===== src/rtl/tdc_sequencer.sv =====
// ============================================================================
// tdc_sequencer : burst controller for the TDC core (arm / wait / abort)
//                 that accumulates sum/min/max and hands back one summary record
// Revision      : 1.0
// ============================================================================
`default_nettype none

module tdc_sequencer #(
  parameter int MEAS_W = 40,
  parameter int CNT_W  = 8,
  parameter int TMO_W  = 28,
  parameter int ACC_W  = 48
) (
  input  logic              clk,
  input  logic              rst_n,
  input  logic              start,
  input  logic              stop,
  input  logic [CNT_W-1:0]  num_samples,
  input  logic [TMO_W-1:0]  timeout_cycles,
  output logic              tdc_arm,
  output logic              tdc_rst_n,
  input  logic [MEAS_W-1:0] tdc_meas,
  input  logic              tdc_meas_valid,
  output logic              res_valid,
  input  logic              res_ready,
  output logic [ACC_W-1:0]  res_sum,
  output logic [MEAS_W-1:0] res_min,
  output logic [MEAS_W-1:0] res_max,
  output logic [CNT_W-1:0]  res_count,
  output logic [CNT_W-1:0]  res_timeouts,
  output logic              busy,
  output logic [2:0]        state_out
);

  typedef enum logic [2:0] {
    S_IDLE    = 3'd0,
    S_ARM     = 3'd1,
    S_WAIT    = 3'd2,
    S_ABORT   = 3'd3,
    S_RECOVER = 3'd4,
    S_REPORT  = 3'd5
  } state_t;

  state_t            state_q, state_d;
  logic [CNT_W-1:0]  num_q, num_d;
  logic [TMO_W-1:0]  tmo_lim_q, tmo_lim_d;
  logic [TMO_W-1:0]  tmo_cnt_q, tmo_cnt_d;
  logic [CNT_W-1:0]  attempts_q, attempts_d;
  logic [CNT_W-1:0]  cnt_q, cnt_d;
  logic [CNT_W-1:0]  tmos_q, tmos_d;
  logic [ACC_W-1:0]  sum_q, sum_d;
  logic [MEAS_W-1:0] min_q, min_d;
  logic [MEAS_W-1:0] max_q, max_d;
  logic              abort_cnt_q, abort_cnt_d;
  logic              stop_q, stop_d;
  logic              tdc_arm_q, tdc_arm_d;
  logic              tdc_rst_n_q, tdc_rst_n_d;
  logic              res_valid_q, res_valid_d;
  logic [ACC_W-1:0]  res_sum_q, res_sum_d;
  logic [MEAS_W-1:0] res_min_q, res_min_d;
  logic [MEAS_W-1:0] res_max_q, res_max_d;
  logic [CNT_W-1:0]  res_count_q, res_count_d;
  logic [CNT_W-1:0]  res_tmos_q, res_tmos_d;
  logic              busy_q, busy_d;

  logic [CNT_W-1:0]  attempts_inc;
  assign attempts_inc = attempts_q + CNT_W'(1);

  always_comb begin
    state_d     = state_q;
    num_d       = num_q;
    tmo_lim_d   = tmo_lim_q;
    tmo_cnt_d   = tmo_cnt_q;
    attempts_d  = attempts_q;
    cnt_d       = cnt_q;
    tmos_d      = tmos_q;
    sum_d       = sum_q;
    min_d       = min_q;
    max_d       = max_q;
    abort_cnt_d = 1'b0;
    stop_d      = stop_q;
    res_valid_d = res_valid_q;
    res_sum_d   = res_sum_q;
    res_min_d   = res_min_q;
    res_max_d   = res_max_q;
    res_count_d = res_count_q;
    res_tmos_d  = res_tmos_q;

    case (state_q)
      S_IDLE: begin
        if (start && !res_valid_q) begin
          num_d      = num_samples;
          tmo_lim_d  = timeout_cycles;
          sum_d      = '0;
          min_d      = '1;
          max_d      = '0;
          cnt_d      = '0;
          tmos_d     = '0;
          attempts_d = '0;
          stop_d     = 1'b0;
          state_d    = (num_samples == '0) ? S_REPORT : S_ARM;
        end
      end
      S_ARM: begin
        tmo_cnt_d = '0;
        if (stop) begin
          stop_d  = 1'b1;
          state_d = S_ABORT;
        end else begin
          state_d = S_WAIT;
        end
      end
      S_WAIT: begin
        // stop outranks a same-cycle strobe; strobe outranks a same-cycle timeout
        if (stop) begin
          stop_d  = 1'b1;
          state_d = S_ABORT;
        end else if (tdc_meas_valid) begin
          sum_d      = sum_q + ACC_W'(tdc_meas);
          min_d      = (tdc_meas < min_q) ? tdc_meas : min_q;
          max_d      = (tdc_meas > max_q) ? tdc_meas : max_q;
          cnt_d      = cnt_q + CNT_W'(1);
          attempts_d = attempts_inc;
          state_d    = (attempts_inc < num_q) ? S_ARM : S_REPORT;
        end else if ((tmo_lim_q != '0) && (tmo_cnt_q == tmo_lim_q - TMO_W'(1))) begin
          tmos_d     = tmos_q + CNT_W'(1);
          attempts_d = attempts_inc;
          state_d    = S_ABORT;
        end else begin
          tmo_cnt_d = tmo_cnt_q + TMO_W'(1);
        end
      end
      S_ABORT: begin
        if (stop) stop_d = 1'b1;
        if (abort_cnt_q) state_d = S_RECOVER;
        else             abort_cnt_d = 1'b1;
      end
      S_RECOVER: begin
        state_d = (stop_q || stop || (attempts_q >= num_q)) ? S_REPORT : S_ARM;
      end
      S_REPORT: begin
        if (!res_valid_q) begin
          res_valid_d = 1'b1;
          res_sum_d   = sum_q;
          res_min_d   = min_q;
          res_max_d   = max_q;
          res_count_d = cnt_q;
          res_tmos_d  = tmos_q;
        end else if (res_ready) begin
          res_valid_d = 1'b0;
          state_d     = S_IDLE;
        end
      end
      default: state_d = S_IDLE;
    endcase

    // Core-facing strobes follow the next state so they line up with it exactly.
    tdc_arm_d   = (state_d == S_ARM);
    tdc_rst_n_d = (state_d != S_ABORT);
    busy_d      = (state_d != S_IDLE);
  end

  always_ff @(posedge clk) begin
    if (!rst_n) begin
      state_q     <= S_IDLE;
      num_q       <= '0;
      tmo_lim_q   <= '0;
      tmo_cnt_q   <= '0;
      attempts_q  <= '0;
      cnt_q       <= '0;
      tmos_q      <= '0;
      sum_q       <= '0;
      min_q       <= '1;
      max_q       <= '0;
      abort_cnt_q <= 1'b0;
      stop_q      <= 1'b0;
      tdc_arm_q   <= 1'b0;
      tdc_rst_n_q <= 1'b0;
      res_valid_q <= 1'b0;
      res_sum_q   <= '0;
      res_min_q   <= '1;
      res_max_q   <= '0;
      res_count_q <= '0;
      res_tmos_q  <= '0;
      busy_q      <= 1'b0;
    end else begin
      state_q     <= state_d;
      num_q       <= num_d;
      tmo_lim_q   <= tmo_lim_d;
      tmo_cnt_q   <= tmo_cnt_d;
      attempts_q  <= attempts_d;
      cnt_q       <= cnt_d;
      tmos_q      <= tmos_d;
      sum_q       <= sum_d;
      min_q       <= min_d;
      max_q       <= max_d;
      abort_cnt_q <= abort_cnt_d;
      stop_q      <= stop_d;
      tdc_arm_q   <= tdc_arm_d;
      tdc_rst_n_q <= tdc_rst_n_d;
      res_valid_q <= res_valid_d;
      res_sum_q   <= res_sum_d;
      res_min_q   <= res_min_d;
      res_max_q   <= res_max_d;
      res_count_q <= res_count_d;
      res_tmos_q  <= res_tmos_d;
      busy_q      <= busy_d;
    end
  end

  assign tdc_arm      = tdc_arm_q;
  assign tdc_rst_n    = tdc_rst_n_q;
  assign res_valid    = res_valid_q;
  assign res_sum      = res_sum_q;
  assign res_min      = res_min_q;
  assign res_max      = res_max_q;
  assign res_count    = res_count_q;
  assign res_timeouts = res_tmos_q;
  assign busy         = busy_q;
  assign state_out    = state_q;

endmodule

`default_nettype wire


===== config.mk =====
export PLATFORM = sky130hd
export DESIGN_NAME = tdc_sequencer
export DESIGN_NICKNAME = d
export VERILOG_FILES = /design/src/rtl/tdc_sequencer.sv
export SDC_FILE = /design/constraint.sdc
export NUM_CORES = 1
export LEC_CHECK = 0
export ABC_CLOCK_PERIOD_IN_PS = 3370
export CORE_ASPECT_RATIO = 2
export CORE_MARGIN = 3
export CORE_UTILIZATION = 26
export DETAILED_ROUTE_END_ITERATION = 8
export PLACE_DENSITY = 0.42
export SLEW_MARGIN = 10
export SYNTH_ARGS = -nofsm -noshare
export SYNTH_HDL_FRONTEND = slang
export SYNTH_SLANG_ARGS = --single-unit

===== constraint.sdc =====
create_clock -name clk -period 3.37 [get_ports clk]
set_input_delay 0.337 -clock clk [delete_from_list [all_inputs] [get_ports clk]]
set_output_delay 0.337 -clock clk [all_outputs]
set_load 0.005 [all_outputs]

After elaboration in Yosys (flattened, before gate mapping)
Index checks and enable logic that the tools add are counted.
Widths: inputs -> output; s select.
Word-level totals
  input bits: 82
  register bits: 369
  word-level logic and storage cells: 121
  output and inout bits: 151
Operators by class
  bitwise operators: 1
  eq/ne operators: 18
  $lt $le $gt $ge: 4
  add/subtract/negate cells: 6
  multiplexer cells: 48
  reductions and logical operators: 23
Operators with widths (number)
  $mux 40: 8
  $pmux 40 s2: 2
  $mux 48: 3
  $pmux 48 s2: 1
  $mux 28: 3
  $mux 8: 9
  $pmux 28 s2: 1
  $add 48x40->48: 1
  $pmux 8 s2: 3
  $gt 40x40->1: 1
  $lt 40x40->1: 1
  $mux 3: 10
  $add 28x1->28 const B: 1
  $eq 28x28->1: 1
  $reduce_bool 28->1: 1
  $sub 28x1->28 const B: 1
  $add 8x1->8 const B: 3
  $pmux 3 s6: 1
  $ne 2x2->1 const B: 8
  $reduce_and 5->1: 3
  $reduce_and 4->1: 3
  $ge 8x8->1: 1
  $logic_not 8->1: 1
  $lt 8x8->1: 1
  18 further kinds: 32

Logic depth before layout (Yosys ltp)
  depth after elaboration: 8
  gate-level depth with buffers: 14

Worst setup path after synthesis
OpenSTA, ideal clock, no wires.
  path type: input port to flip-flop
  start: input tdc_meas[0]
  end: register sum_q[44]
  required time: 3.242 ns
  setup slack: 0.265 ns
  arrival time: 2.978 ns
  stages: 12
  cells stage by stage: ha_1 fa_1 a21oi_1 nand4b_1 a21boi_0 a31o_2 o2bb2ai_1 a31o_2 a2111oi_1 nor3_1 xnor2_1 nor2_1
On the way
  word-level cells in the longest chain between the ends: 4
RTL lines
  from (decl): line 22  | input logic [MEAS_W-1:0] tdc_meas,
  $add 48x40->48: line 119  | sum_d = sum_q + ACC_W'(tdc_meas);
  $mux 48: line 118  | end else if (tdc_meas_valid) begin
  $mux 48: line 115  | if (stop) begin
  $pmux 48 s2: line 89  | case (state_q)
  to (signal assigned): line 194  | sum_q <= sum_d;
  to (decl): line 51  | logic [ACC_W-1:0] sum_q, sum_d;
Every way passes these cells. The select of a mux whose other input is x is not followed.
A chain may end at the register's enable or synchronous reset.

Worst setup path in the final report
  start: register sum_q[5]
  end: register sum_q[47]
On the way
  word-level cells in the longest chain between the ends: 4
RTL lines (line)
  $add 48x40->48: 119
  $mux 48: 118
  $mux 48: 115
  $pmux 48 s2: 89
Every way passes these cells. The select of a mux whose other input is x is not followed.

==> results.md <==
- Outcome: finished clean
- Share of the clock period used by the worst path after layout: 95.2%
- I/O pin count: 233
- H-tree levels: 2
- Tightest hold margin: roughly 0.32 ns
- # hold bufs at CTS: 0
- Crit-path max FO: 4
- Slowest library cell on the worst path: sky130_fd_sc_hd__o21ai_0
- Worst min path class: in -> reg
- Nature of the critical path startpoint: flop
- Fill cell count: 7,565
- CTS tree: built
- Actual slew at the worst max-slew pin: 1.01 ns
- Worst reg2reg startpoint: sum_q[5]
- CP required: 3.83 ns
- Peak VDD IR: 0.291 mV
- Die Wd: 197 um
- Vias in the first global route: 18,800
- Routed Antenna Nets: 0
- Leading register cell type out of synthesis: sky130_fd_sc_hd__dfxtp_1
- Global-route congestion overflow total: 0
- Final hold violation count: 0
- Count of yosys warnings during synthesis: 0
- Unrepaired setup endpoints after global routing: true
- Post-Route Utilization: 35.2%
- Antenna cell count: 0
- Async set-or-reset flop fraction in the synthesized netlist: 0%
- Dpl hpwl: 52.3 mm
- CP startpoint: sum_q[5]
- Die area: 76,300 um^2
- Worst-case headroom to the max-slew limit: roughly 32%
- Clock period minus worst slack: 3.21 ns
- Routed length per instance: around 19 um
- Number of buffers on the longest clock path: 3
- Finish-stage setup viols: 0
- Post-Place Worst Slack: -0.486 ns
- Via Count: 18,000
- Die Ht: 388 um
- Clock slew seen by the registers of the worst setup and hold paths: roughly 0.06 ns
- Power density normalized to cell area: 452 nW/um^2
- Number of DRC markers in iteration 0: 617
- Wire length after detailed routing: 70.3 mm
- Drt pass-1 iters: 5
- Count of input and output buffers: 232
- Highest clock frequency the design can meet: 312 MHz
- DR vias/cell: 4.94
- Post-route worst setup slack: 0.163 ns
- Core region area: 72,000 um^2
- Maximum number of pins on one net before global-route repair: 106
- Global-route wire length before repair: between 100 and 150 mm
- Number of clock sinks: 369
- Effective utilization at floorplan: 26.3%
- Synth unique cells: 74
- Clock tree skew after final layout: 0.0196 ns
- Clock root buffer master: sky130_fd_sc_hd__clkbuf_16
- Post-route setup TNS: 0 ns
- Row cnt: about 140
- Net count after synthesis: approximately 2,600
- All-layer global routing usage: 17.9%
- Worst Hold Launch: timeout_cycles[18]
- Synthesized area per cell: 8.14 um^2
- CP peak stage delay: 0.56 ns
- Critical path class: reg -> reg
- DR DRC count: 0
- Cells traversed along the worst timing path: ha_1, o21a_1, o21ai_0, a211o_1, o21ai_0, o2bb2ai_2, buf_4, o21ai_0, buf_4, a211oi_1, buf_4, nor3b_1, xnor2_1, nor2_1
- #FFs+latches synth: 369
- Placer congestion estimate: 0.874
- Mapped Area: 18,900 um^2
- Portion of the post-synthesis area used by sequential elements: 39.0%
- Area growth from synthesis to layout: 33.8%
- Static power due to leakage: between 10 and 15 nW
- Fin nets: 2,922
- Worst-skew pair later-pin latency: approximately 0.58 ns
- Number of cells produced by synthesis: roughly 2,300
- Max Transition Viols Final: 0
- Arrival @ worst endpoint: 3.66 ns
- CTS buffer count: 41
- Kind of capture point of the worst setup path: flop
- Number of maximum-capacitance violations: 0
- Layout cells sized above 1: 13.2%
- Number of enable flip-flop cells after synthesis: 0
- Number of antenna violations at the first check in global routing: 0
-- timing repair --
item / in CTS / in global routing
endpoints found under the setup margin: 26 / 95
buffers inserted: 3 / 2
pin swaps: 4 / 9
resized for setup: 4 / 30
gates cloned: 0 / 1
-- kinds of logic after synthesis --
group                    count (synthesis)  share of synthesized area (%)
flip-flops                             369                           39.0
XOR/XNOR                               106                           4.90
multiplexers                             6                          0.324
AO/OA/AOI/OAI                          603                           20.1
buffers and inverters                  241                           4.96
adder cells (fa/ha/maj)                142                           9.42
AND/OR/NAND/NOR                        861                           21.3
-- cell usage in the layout (no fill, tap or decap), types with 9 or more instances in the layout --
cell / n
sky130_fd_sc_hd__clkbuf_8: 9
sky130_fd_sc_hd__a31oi_1: 11
sky130_fd_sc_hd__and2_1: 10
sky130_fd_sc_hd__buf_4: 220
sky130_fd_sc_hd__nor4_1: 10
sky130_fd_sc_hd__o21a_1: 13
sky130_fd_sc_hd__nand2b_1: 12
sky130_fd_sc_hd__xor2_1: 54
sky130_fd_sc_hd__nor3_1: 25
sky130_fd_sc_hd__or3_1: 15
sky130_fd_sc_hd__a32o_1: 46
sky130_fd_sc_hd__nand3_1: 44
sky130_fd_sc_hd__a21o_1: 48
sky130_fd_sc_hd__nand4_1: 37
sky130_fd_sc_hd__clkbuf_16: 42
sky130_fd_sc_hd__ha_1: 140
sky130_fd_sc_hd__nor3b_1: 45
sky130_fd_sc_hd__clkdlybuf4s50_1: 231
sky130_fd_sc_hd__xnor2_1: 52
sky130_fd_sc_hd__dfxtp_1: 369
sky130_fd_sc_hd__a21oi_1: 233
sky130_fd_sc_hd__nand2_1: 415
sky130_fd_sc_hd__o211ai_1: 45
sky130_fd_sc_hd__inv_1: 100
sky130_fd_sc_hd__o21ai_0: 116
sky130_fd_sc_hd__buf_12: 10
sky130_fd_sc_hd__a22oi_1: 16
sky130_fd_sc_hd__nor2b_1: 15
sky130_fd_sc_hd__and3_1: 23
sky130_fd_sc_hd__nor2_1: 155
-- cell usage after synthesis (all sizes together), types with 31 or more instances --
library cell / n / area [um^2]
a21oi: 238 / 1190
clkbuf: 112 / 422
a32o: 46 / 460
nand4: 38 / 244
a21o: 48 / 360
nor3b: 45 / 338
nand3: 44 / 220
o211ai: 45 / 338
o21ai: 118 / 594
inv: 103 / 387
dfxtp: 369 / 7390
nand2: 418 / 1570
nor2: 158 / 593
xnor2: 52 / 455
nor3: 31 / 166
ha: 141 / 1760
xor2: 54 / 473
-- stage by stage --
step	std cells	total power, W	area [um^2]
after floorplan	2328	0.00573	18900
after global placement	3566	0.00668	23700
after detailed placement	3566	0.00670	23700
after CTS	3643	0.0116	25200
after global routing	3645	0.0120	25300
final	3645	0.0115	25300
-- layout make-up --
class	instances	area, um^2	share of cell area [%]
clock inverters	17	213	0.839
well taps	916	1150	4.52
inverters	103	392	1.55
clock buffers	57	1180	4.64
multi-input cells	1718	10800	42.6
flip-flops and latches	369	7390	29.1
repair buffers	465	4220	16.7
-- state kept, by name, indices dropped and copies added, names as in the netlist, 28 cells and up --
signal     flops
res_sum       48
res_min       40
res_max       40
max_q         40
tmo_cnt_q     28
min_q         40
sum_q         48
tmo_lim_q     28
-- path summary, 6_finish.rpt --
check                  end  slack, ns  cells past startpoint
max              sum_q[47]       0.16                     14
min reg2reg    res_sum[12]       0.45                      2
max reg2reg      sum_q[47]       0.16                     14
min          tmo_lim_q[18]       0.32                      3
-- metal layers --
metal / wire (um) / share of wire, % / global-route usage, %
met3: 2920 / 4.2 / 3.05
met4: 3100 / 4.4 / 7.50
met1: 28100 / 40 / 20.0
met5: 0 / 0 / 0
met2: 36100 / 51 / 33.3
-- critical path, delay by kind of cell (launching register included) --
kind                     cells  cell delay [ns]
AO/OA/AOI/OAI                7             1.51
buffers and inverters        3             0.49
flip-flops                   1             0.35
adder cells (fa/ha/maj)      1             0.31
AND/OR/NAND/NOR              2             0.29
XOR/XNOR                     1             0.15
-- report_power, final --
part / leakage, nW / switching [W] / total, W / internal, W
combinational: 6.75 / 0.00122 / 0.00214 / 0.000920
sequential: 2.98 / 0.0000923 / 0.00455 / 0.00446
clock: 0.683 / 0.00200 / 0.00476 / 0.00276
Note: power is estimated with default switching activity, not from simulation.
